--- src/rtl/bram_rd_arbiter.sv ---
// Round-robin arbiter sharing one BRAM read port among NB_REQ requesters.
// Define BRAM_RD_ARBITER_RSP_REG_EN to register the response outputs (3-cycle latency).
module bram_rd_arbiter #(
    parameter int NB_REQ     = 4,
    parameter int ADDR_WIDTH = 9,
    parameter int DATA_WIDTH = 64
) (
    input  logic                         aclk,
    input  logic                         aresetn,
    input  logic                         arb_en,
    input  logic [NB_REQ-1:0]            req_valid,
    input  logic [ADDR_WIDTH*NB_REQ-1:0] req_addr,
    output logic [NB_REQ-1:0]            req_ready,
    output logic                         rden,
    output logic [ADDR_WIDTH-1:0]        rdaddr,
    input  logic [DATA_WIDTH-1:0]        rddata,
    output logic [NB_REQ-1:0]            rsp_valid,
    output logic [DATA_WIDTH-1:0]        rsp_data
);

    localparam int PW = $clog2(NB_REQ);

    logic [PW-1:0]         r_ptr;
    logic                  r_rden;
    logic [ADDR_WIDTH-1:0] r_rdaddr;
    logic [NB_REQ-1:0]     r_id1;
    logic [NB_REQ-1:0]     r_id2;

    logic [NB_REQ-1:0]     w_gnt;
    logic [PW-1:0]         w_gnt_idx;
    logic                  w_gnt_any;
    logic [PW-1:0]         w_ptr_nxt;
    logic [ADDR_WIDTH-1:0] w_gnt_addr;
    logic [DATA_WIDTH-1:0] w_rsp_data;

    function automatic logic [PW-1:0] wrap_idx(input logic [PW-1:0] p, input int k);
        int s;
        s = int'(p) + k;
        if (s >= NB_REQ) s = s - NB_REQ;
        return PW'(s);
    endfunction

    // Search upward from the pointer, wrapping; reset also blocks grants.
    always_comb begin
        w_gnt     = '0;
        w_gnt_idx = '0;
        w_gnt_any = 1'b0;
        if (arb_en && aresetn) begin
            for (int k = 0; k < NB_REQ; k++) begin
                if (!w_gnt_any && req_valid[wrap_idx(r_ptr, k)]) begin
                    w_gnt_any = 1'b1;
                    w_gnt_idx = wrap_idx(r_ptr, k);
                end
            end
        end
        if (w_gnt_any) w_gnt[w_gnt_idx] = 1'b1;
    end

    assign w_ptr_nxt  = (w_gnt_idx == PW'(NB_REQ - 1)) ? '0 : w_gnt_idx + 1'b1;
    assign w_gnt_addr = req_addr[ADDR_WIDTH*w_gnt_idx +: ADDR_WIDTH];

    // The one-hot id doubles as the valid flag of each pipeline stage.
    always_ff @(posedge aclk or negedge aresetn) begin
        if (!aresetn) begin
            r_ptr    <= '0;
            r_rden   <= 1'b0;
            r_rdaddr <= '0;
            r_id1    <= '0;
            r_id2    <= '0;
        end else begin
            r_rden <= w_gnt_any;
            r_id1  <= w_gnt;
            r_id2  <= r_id1;
            if (w_gnt_any) begin
                r_ptr    <= w_ptr_nxt;
                r_rdaddr <= w_gnt_addr;
            end
        end
    end

    assign req_ready  = w_gnt;
    assign rden       = r_rden;
    assign rdaddr     = r_rdaddr;
    assign w_rsp_data = (|r_id2) ? rddata : '0;

`ifdef BRAM_RD_ARBITER_RSP_REG_EN
    logic [NB_REQ-1:0]     r_rsp_valid;
    logic [DATA_WIDTH-1:0] r_rsp_data;

    always_ff @(posedge aclk or negedge aresetn) begin
        if (!aresetn) begin
            r_rsp_valid <= '0;
            r_rsp_data  <= '0;
        end else begin
            r_rsp_valid <= r_id2;
            r_rsp_data  <= w_rsp_data;
        end
    end

    assign rsp_valid = r_rsp_valid;
    assign rsp_data  = r_rsp_data;
`else
    assign rsp_valid = r_id2;
    assign rsp_data  = w_rsp_data;
`endif

endmodule
--- config.mk ---
export PLATFORM = sky130hd
export DESIGN_NAME = bram_rd_arbiter
export DESIGN_NICKNAME = d
export VERILOG_FILES = /design/src/rtl/bram_rd_arbiter.sv
export SDC_FILE = /design/constraint.sdc
export NUM_CORES = 1
export LEC_CHECK = 0
export BUFFER_PORTS_ARGS = -buffer_cell sky130_fd_sc_hd__buf_2
export CAP_MARGIN = 10
export CORE_AREA = 2 2 74 76
export CTS_CLUSTER_SIZE = 24
export DETAILED_ROUTE_END_ITERATION = 10
export DIE_AREA = 0 0 76 78
export PLACE_DENSITY = 0.74
export SYNTH_ARGS = -nofsm -noshare
export SYNTH_HDL_FRONTEND = slang
export SYNTH_SLANG_ARGS = --single-unit
--- constraint.sdc ---
create_clock -name aclk -period 4.89 [get_ports aclk]
set_input_delay 0.2445 -clock aclk [delete_from_list [all_inputs] [get_ports aclk]]
set_output_delay 0.2445 -clock aclk [all_outputs]
set_load 0.1 [all_outputs]
# Word level (Yosys, flattened, before mapping)

Index checks and enable logic that the tools add are counted.

Flip-flop bits (word level): 20
Input bits: 107
Output and inout bits: 82
Word-level logic and storage cells: 69

Add/sub/neg operators: 8
Multiply operators: 1
$lt $le $gt $ge: 10
Equal/unequal tests: 1
Shift operators: 1
Mux-type cells: 34
Reduce and logical (&&, ||, !) cells: 9

Operators by type and width:

| operator                                                   | number |
|---|---|
| 2-to-1 mux 64 bit                                          | 1 |
| indexed part select 36 x 7 -> 9 bit                        | 1 |
| 2-to-1 mux 2 bit                                           | 14 |
| less-than comparator 2 x 3 -> 1 bit, second input constant | 5 |
| 2-to-1 mux 1 bit                                           | 13 |
| >= comparator 3 bit, second input constant                 | 3 |
| binary-select mux 1 bit (select 2 bit)                     | 4 |
| subtractor 2 x 1 -> 2 bit, second input constant           | 4 |
| adder 2 x 2 -> 3 bit, second input constant                | 2 |
| multiplier 4 x 2 -> 6 bit, first input constant            | 1 |
| logical AND 1 bit                                          | 5 |
| 2-to-1 mux 4 bit                                           | 1 |
| OR reduction 4 bit                                         | 1 |
| adder 2 x 1 -> 3 bit, second input constant                | 1 |
| >= comparator 2 x 3 -> 1 bit, second input constant        | 1 |
| zero test 1 bit                                            | 3 |
| adder 2 x 1 -> 2 bit, second input constant                | 1 |
| demux 1 bit (select 2 bit)                                 | 1 |
| == test 2 bit, second input constant                       | 1 |
| >= comparator 2 x 1 -> 1 bit, second input constant        | 1 |

# Longest topological paths before layout

Gate-level depths: netlist (run 1).

Word-level depth: 24
Depth in mapped cells: 7
Depth with buffers taken out: 6

# Worst setup path before layout (run 1)

No wires, ideal clock.

Path type: reg-to-output
Start point: reg r_id2[3] (netlist: rsp_valid[3])
End point: out rsp_data[0]
Data arrival time: 2.750 ns
Data required time: 4.646 ns
Slack: 1.896 ns
Stages on the path, launching flop included: 4
Path buffers: 1
Path through: dfrtp_1 > nor4_2 > clkbuf_1 > nor2b_1

Longest elaborated chain between the ends: 2

RTL lines:

| what                   | line | source |
|---|---|---|
| start, declared        | 27   | `logic [NB_REQ-1:0] r_id2;` |
| start signal, assigned | 73   | `r_id2 <= r_id1;` |
| OR reduction 4 bit     | 84   | `assign w_rsp_data = (\|r_id2) ? rddata : '0;` |
| 2-to-1 mux 64 bit      | 84   |  |
| end, declared          | 18   | `output logic [DATA_WIDTH-1:0] rsp_data` |

Every way passes these cells.

# Worst setup path after layout (run 1)

Start point: in aresetn
End point: out req_ready[3]

Longest elaborated chain between the ends: 7
Elaborated cells on any way between the ends: 9
Those cells by class: order compare (2); mux (5); reduce/logical (2)

RTL lines:

| what                                                                                                             | line | source |
|---|---|---|
| start, declared                                                                                                  | 9    | `input logic aresetn,` |
| logical AND 1 bit (*)                                                                                            | 48   | `if (arb_en && aresetn) begin` |
| 2-to-1 mux 2 bit                                                                                                 | 48   |  |
| less-than comparator 2 x 3 -> 1 bit (not written as such) / >= comparator 2 x 1 -> 1 bit (equally long branches) | 56   | `if (w_gnt_any) w_gnt[w_gnt_idx] = 1'b1;` |
| logical AND 1 bit (not written as such)                                                                          | 56   |  |
| 2-to-1 mux 1 bit (not written as such)                                                                           | 56   |  |
| demux 1 bit (select 2 bit)                                                                                       | 56   |  |
| 2-to-1 mux 4 bit (*)                                                                                             | 56   |  |
| end, declared                                                                                                    | 13   | `output logic [NB_REQ-1:0] req_ready,` |

Mark *: on every way between the ends. The rest lies on a longest branch, timed or not.

==> results of run 1 <==
stage by stage:
step / setup WS, ns / util / power [uW] / area [um^2]
floorplan: 1.90 / - / 786 / 1580
global placement: 2.16 / 0.509 / 914 / 2570
detailed placement: 2.06 / 0.509 / 919 / 2570
CTS: 1.54 / 0.519 / 1030 / 2620
global route: 1.33 / 0.519 / 1060 / 2620
finish: 1.57 / 0.519 / 1020 / 2620
sequential cells by signal, summed over array words and instances (netlist names):
signal     flops
rden           1
r_ptr          2
r_id1          4
rsp_valid      4
rdaddr         9
cell usage after synthesis:
library cell	count
sky130_fd_sc_hd__nor2b_1	64
sky130_fd_sc_hd__dfrtp_1	20
sky130_fd_sc_hd__nor2_1	12
sky130_fd_sc_hd__mux2i_1	10
sky130_fd_sc_hd__a211oi_1	9
sky130_fd_sc_hd__a221oi_2	9
sky130_fd_sc_hd__clkbuf_1	7
sky130_fd_sc_hd__and2_1	4
sky130_fd_sc_hd__ha_1	4
sky130_fd_sc_hd__inv_1	3
sky130_fd_sc_hd__buf_6	2
sky130_fd_sc_hd__nand2_1	2
sky130_fd_sc_hd__nand2b_1	2
sky130_fd_sc_hd__nor4_2	2
sky130_fd_sc_hd__a21boi_1	1
sky130_fd_sc_hd__a21oi_1	1
sky130_fd_sc_hd__a21oi_2	1
sky130_fd_sc_hd__and3b_2	1
sky130_fd_sc_hd__buf_4	1
sky130_fd_sc_hd__mux2_2	1
sky130_fd_sc_hd__nand2b_2	1
sky130_fd_sc_hd__nand4_1	1
sky130_fd_sc_hd__nor2_2	1
sky130_fd_sc_hd__nor2_8	1
sky130_fd_sc_hd__nor4_4	1
sky130_fd_sc_hd__o21ai_1	1
sky130_fd_sc_hd__o221a_1	1
sky130_fd_sc_hd__o2bb2ai_2	1
sky130_fd_sc_hd__or2_1	1
path summary, 6_finish.rpt:
| check | start | to | slack [ns] | cells past startpoint |
|---|---|---|---|---|
| setup reg to reg | r_ptr[1] | r_ptr[1] | 2.55 | 6 |
| hold / removal | req_addr[2] | rdaddr[2] | 0.32 | 3 |
| max in group asynchronous | aresetn | rsp_valid[1] | 4.09 | 2 |
| min in group asynchronous | aresetn | rdaddr[2] | 0.47 | 2 |
| setup / recovery | aresetn | req_ready[3] | 1.57 | 7 |
| hold reg to reg | r_id1[1] | rsp_valid[1] | 0.35 | 0 |
metal layers:
layer  track usage  wire, um
met5             0         0
met4        0.0764       119
met3        0.0384       500
met1         0.251      2670
met2         0.367      2910
power by group through the flow:
stage	registers (uW)	clock network, uW	logic [uW]
4_1_cts	215	108	704
2_1_floorplan	385	0	401
5_1_grt	221	114	728
6_report	215	106	700
3_5_place_dp	217	0	703
3_3_place_gp	218	0	696
area by class of cell:
type                            instances  share of cell area
Sequential cell                        20               0.191
Clock buffer                            3              0.0158
Tap cell                               70              0.0334
Timing Repair Buffer                  190               0.366
Inverter                                3             0.00430
Multi-Input combinational cell        132               0.389
kinds of logic (layout without fill, tap and decap cells):
kind of cell    Yosys count  in the layout  share of synthesized area
simple gates             93             93                      0.376
compound gates           24             24                      0.162
flops                    20             20                      0.317
buf+inv                  13            196                     0.0428
mux                      11             11                     0.0705
fa+ha+maj                 4              4                     0.0317
repair_timing:
action                                 CTS  global route
setup endpoints to repair                0             0
endpoints found under the hold margin   20             0
hold buffers                             1             0
critical path, cell delays in order:
cell,delay [ns]
sky130_fd_sc_hd__dlygate4sd3_1,0.52
sky130_fd_sc_hd__buf_2,0.40
sky130_fd_sc_hd__nand2_1,0.20
sky130_fd_sc_hd__nor4_4,0.84
sky130_fd_sc_hd__ha_1,0.27
sky130_fd_sc_hd__and2_1,0.15
sky130_fd_sc_hd__buf_2,0.44
==> load_flow_metrics.sql, run 1 <==
INSERT INTO impl_metrics (metric_group, metric, value, unit) VALUES
('floorplan', 'die_height', '78', 'um'),
('critical_path', 'critical_path_class', 'in -> out', ''),
('timing', 'setup_tns', '0', 'ns'),
('yosys', 'synth_top_area_cell', 'sky130_fd_sc_hd__dfrtp_1', ''),
('floorplan', 'die_area', '0.00593', 'mm^2'),
('timing', 'period_needed', '3.32', 'ns'),
('yosys', 'synth.ff_latch_count', '20', ''),
('final_layout', 'multi_input_comb_area', '0.00102', 'mm^2'),
('place', 'post-place-cells', '414', ''),
('clocking', 'clockRootBuffer', 'sky130_fd_sc_hd__clkbuf_8', ''),
('route', 'finalWirelength', '6200', 'um'),
('clocking', 'cts_resized', '0', ''),
('power', 'total_switching_power', '641', 'uW'),
('final_layout', 'filler_cell_count', '486', ''),
('timing', 'drv_slew', '0', ''),
('clocking', 'ctsLongestPathBuffers', '2', ''),
('critical_path', 'crit_path_launch_type', 'input port', ''),
('global_routing', 'antenna_found_initial', '0', ''),
('route', 'drt_iter0_drc', '37', ''),
('final_layout', 'layout.nets', '461', ''),
('route', 'drtAntennaViolNets', '0', ''),
('timing', 'peak_freq', '302', 'MHz'),
('route', 'detailroute.via_count', '1916', ''),
('critical_path', 'worst-endpoint-arrival', '3.07', 'ns'),
('yosys', 'synth_cell_types', '29', ''),
('power', 'combinationalPowerShare', '0.686', ''),
('final_layout', 'area_growth_syn_to_layout', '65.8', '%'),
('global_routing', 'first_pass_grt_wire_length', '9720', 'um'),
('yosys', 'post_synth_net_total', '276', ''),
('final_layout', 'antenna-diode-count', '0', ''),
('route', 'post_drt_wl_per_cell', '14.8', 'um'),
('global_routing', 'grt_max_degree', '65', ''),
('critical_path', 'critPathMaxFanout', '22', ''),
('timing', 'grt_setup_unrepaired', 'false', ''),
('timing', 'fin_hold_ws', '0.318', 'ns'),
('route', 'route.detailed.vias_per_inst', '4.58', ''),
('power', 'power.share.sequential', '0.210', ''),
('route', 'route.detailed.drc', '0', ''),
('yosys', 'synth.top_cell.area_share', '0.317', ''),
('clocking', 'htree_num_levels', '1', ''),
('yosys', 'synth_sequential_area_ratio', '0.317', ''),
('power', 'p_int', '380', 'uW'),
('global_routing', 'via_count_of_the_first_global_routing_pass', '1897', ''),
('clocking', 'clk_pin_slew', '0.07', 'ns'),
('timing', 'maxSlewHeadroom', '0.406', ''),
('clocking', 'clock_latency_of_the_later_clocked_register_in_the_worst_skew_pair', '0.25', 'ns'),
('place', 'gp_routability_congestion', '0.760', ''),
('final_layout', 'layout_common_cells', 'sky130_fd_sc_hd__buf_2, sky130_fd_sc_hd__nor2b_1, sky130_fd_sc_hd__dfrtp_1', ''),
('place', 'place.detailed.hpwl', '5110', 'um'),
('critical_path', 'required', '4.65', 'ns'),
('yosys', 'ys_warn_count', '0', ''),
('final_layout', 'drive_gt1_frac', '0.606', ''),
('run_status', 'run_status', 'complete, no violations', ''),
('floorplan', 'io_pins', '189', ''),
('power', 'clock_power_frac', '0.104', ''),
('route', 'drt_first_pass_iters', '4', ''),
('power', 'power.switching_fraction', '0.628', ''),
('final_layout', 'post_layout_nonfiller_instances', '418', ''),
('yosys', 'synth_area_per_cell', '9.57', 'um^2'),
('yosys', 'syn-cell-area', '0.00158', 'mm^2'),
('clocking', 'cts_setup_buffers', '0', ''),
('floorplan', 'initial_core_util', '0.313', ''),
('final_layout', 'mostFrequentLayoutCell', 'sky130_fd_sc_hd__buf_2', ''),
('power', 'ir_drop', '380', 'uV'),
('clocking', 'cts_buffers', '3', ''),
('timing', 'clock_skew', '0.00233', 'ns'),
('final_layout', 'area.sequential', '500', 'um^2'),
('power', 'static-leakage-power', '0.00149', 'uW'),
('run', 'cap_violations', '0', ''),
('place', 'port-buffer-count', '188', ''),
('yosys', 'top_cells_by_area_synth', 'sky130_fd_sc_hd__dfrtp_1, sky130_fd_sc_hd__nor2b_1, sky130_fd_sc_hd__a221oi_2', '');
(Power assumes the default switching activity.)
==> inputs of run 2 (changes only) <==
CORE_AREA = not set   (was 2 2 74 76)
CORE_MARGIN = 2   (was not set)
CORE_UTILIZATION = 30   (was not set)
DIE_AREA = not set   (was 0 0 76 78)
PLACE_DENSITY = 0.75   (was 0.74)
clock period = 3 ns   (was 4.89 ns; I/O delays follow)
==> run 2 against run 1 <==
Core utilization grew 0.37 points; count of clock-buffer cells in the layout stayed put; clock skew rose by 0.0024 ns; largest power group unchanged.
==> load_flow_metrics.sql, run 2 (synthesis results as in run 1) <==
INSERT INTO impl_metrics (metric_group, metric, value, unit) VALUES
('run_status', 'run_status', 'complete, no violations', ''),
('timing', 'final_hold_vios', '0', ''),
('critical_path', 'critPathMaxFanout', '9', ''),
('timing', 'peak_freq', '383', 'MHz'),
('timing', 'fin_hold_ws', '0.225', 'ns'),
('critical_path', 'slowest_delay', '0.53', 'ns'),
('timing', 'clock_skew', '0.00468', 'ns'),
('route', 'drtAntennaViolNets', '0', ''),
('hold_path', 'timing.hold.worst.class', 'in -> reg', ''),
('global_routing', 'global_route.usage.total', '0.187', ''),
('timing', 'final_min_period_over_clock_period', '0.871', ''),
('floorplan', 'floorplan.die.width', '76.6', 'um'),
('timing', 'worst_pin_slew', '0.736', 'ns'),
('floorplan', 'placeableCoreArea', '0.00511', 'mm^2'),
('clocking', 'tritoncts', 'done', ''),
('critical_path', 'crit_chain', 'mux2i_1 -> o2bb2ai_2 -> nor4_4 -> ha_1 -> and2_1 -> buf_2', ''),
('final_layout', 'layout_common_cells', 'sky130_fd_sc_hd__buf_2, sky130_fd_sc_hd__nor2b_1, sky130_fd_sc_hd__dfrtp_1', ''),
('global_routing', 'grt_max_degree', '65', ''),
('floorplan', 'std_cell_rows', '26', ''),
('power', 'ir_drop', '473', 'uV'),
('clocking', 'cts_num_sinks', '20', ''),
('route', 'route.detailed.vias_per_inst', '4.46', ''),
('timing', 'setup_tns', '0', 'ns'),
('floorplan', 'initial_core_util', '0.309', ''),
('place', 'pre_cts_ws', '0.635', 'ns'),
('clocking', 'clock_latency_of_the_later_clocked_register_in_the_worst_skew_pair', '0.25', 'ns'),
('timing', 'final-setup-viol-count', '0', ''),
('global_routing', 'antenna_found_initial', '0', ''),
('timing', 'layout_setup_ws', '0.388', 'ns'),
('route', 'drt_first_pass_iters', '4', ''),
('critical_path', 'crit_path_launch_type', 'register', ''),
('timing', 'grt_setup_unrepaired', 'false', ''),
('route', 'detailroute.via_count', '1882', ''),
('place', 'place.detailed.hpwl', '4740', 'um'),
('final_layout', 'layout.nets', '464', ''),
('floorplan', 'io_pins', '189', ''),
('route', 'finalWirelength', '5740', 'um'),
('critical_path', 'critical_path_class', 'reg -> out', ''),
('clocking', 'ctsLongestPathBuffers', '2', ''),
('final_layout', 'antenna-diode-count', '0', ''),
('route', 'post_drt_wl_per_cell', '13.6', 'um'),
('power', 'p_total', '1750', 'uW'),
('final_layout', 'filler_cell_count', '480', ''),
('clocking', 'htree_num_levels', '1', ''),
('power', 'power_density_cells', '657', 'mW/mm^2'),
('run', 'cap_violations', '0', ''),
('place', 'gp_routability_congestion', '0.788', ''),
('power', 'static-leakage-power', '0.00152', 'uW'),
('critical_path', 'crit_slowest_cell', 'sky130_fd_sc_hd__nor4_4', ''),
('global_routing', 'via_count_of_the_first_global_routing_pass', '1892', ''),
('final_layout', 'largest_reg_flops', '9', ''),
('critical_path', 'worst_setup_path_end_kind', 'primary output', ''),
('place', 'port-buffer-count', '188', ''),
('timing', 'drv_slew', '0', ''),
('route', 'route.detailed.drc', '0', ''),
('final_layout', 'drive_gt1_frac', '0.611', ''),
('critical_path', 'cp_num_buf_inv', '1', ''),
('floorplan', 'die_height', '76.6', 'um'),
('critical_path', 'timing.critical_path.max_delay_family', 'simple AND/OR/NAND/NOR gates', ''),
('floorplan', 'die_area', '0.00586', 'mm^2'),
('critical_path', 'worst-endpoint-arrival', '2.46', 'ns'),
('route', 'drt_iter0_drc', '33', ''),
('final_layout', 'mostFrequentLayoutCell', 'sky130_fd_sc_hd__buf_2', ''),
('critical_path', 'required', '2.85', 'ns'),
('global_routing', 'globalRoute.totalOverflow', '0', ''),
('global_routing', 'first_pass_grt_wire_length', '8970', 'um'),
('clocking', 'clk_pin_slew', '0.07', 'ns'),
('clocking', 'clockRootBuffer', 'sky130_fd_sc_hd__clkbuf_8', ''),
('clocking', 'cts_buffers', '3', ''),
('timing', 'period_needed', '2.61', 'ns'),
('timing', 'maxSlewHeadroom', '0.509', ''),
('final_layout', 'area_growth_syn_to_layout', '69.2', '%');
[run 2: worst reg2reg max path: stages (launching register included)]
cell and delay (ns):
sky130_fd_sc_hd__dfrtp_1 0.44, sky130_fd_sc_hd__mux2i_1 0.17, sky130_fd_sc_hd__o2bb2ai_2 0.21, sky130_fd_sc_hd__nor4_4 0.53, sky130_fd_sc_hd__ha_1 0.36, sky130_fd_sc_hd__mux2_2 0.27
[run 2: final timing paths]
kind | slack [ns] | from | to | cells past startpoint
setup / recovery | 0.39 | r_ptr[1] | req_ready[3] | 6
hold / removal | 0.22 | req_addr[2] | rdaddr[2] | 3
setup reg to reg | 0.91 | r_ptr[1] | r_ptr[1] | 5
hold reg to reg | 0.35 | r_id1[2] | rsp_valid[2] | 0
max in group asynchronous | 2.39 | aresetn | r_id1[2] | 3
min in group asynchronous | 0.40 | aresetn | rdaddr[3] | 3
[run 2: final cells by class]
cell class,instances,area (um^2),area share
Inverter,3,11.3,0.00422
Sequential cell,20,500,0.187
Timing Repair Buffer,193,981,0.367
Tap cell,70,87.6,0.0328
Multi-Input combinational cell,132,1020,0.382
Clock inverter,1,30.0,0.0112
Clock buffer,3,41.3,0.0155
[run 2: timing repair]
item                      CTS  global route
hold buffers                1             0
setup buffers               0             0
hold endpoints to repair   20             0
gates resized for setup     0             0
[run 2: metal layers]
metal / share of wire / GRT usage / vias up
li1: - / - / 933
met1: 0.39 / 0.208 / 831
met2: 0.50 / 0.346 / 114
met3: 0.10 / 0.0521 / 4
met4: 0.0089 / 0.0509 / 0
met5: 0 / 0 / -
[run 2: metrics by stage]
| stage | utilization | area, um^2 | cells |
|---|---|---|---|
| after detailed placement | 0.507 | 2590 | 417 |
| after global placement | 0.507 | 2590 | 417 |
| after floorplan | - | 1580 | 165 |
| final | 0.523 | 2670 | 422 |
| after CTS | 0.523 | 2670 | 422 |
| after global routing | 0.523 | 2670 | 422 |
[run 2: where the power goes]
group / switching (uW) / internal, uW
sequential: 37.2 / 315
combinational: 922 / 218
clock: 83.8 / 178
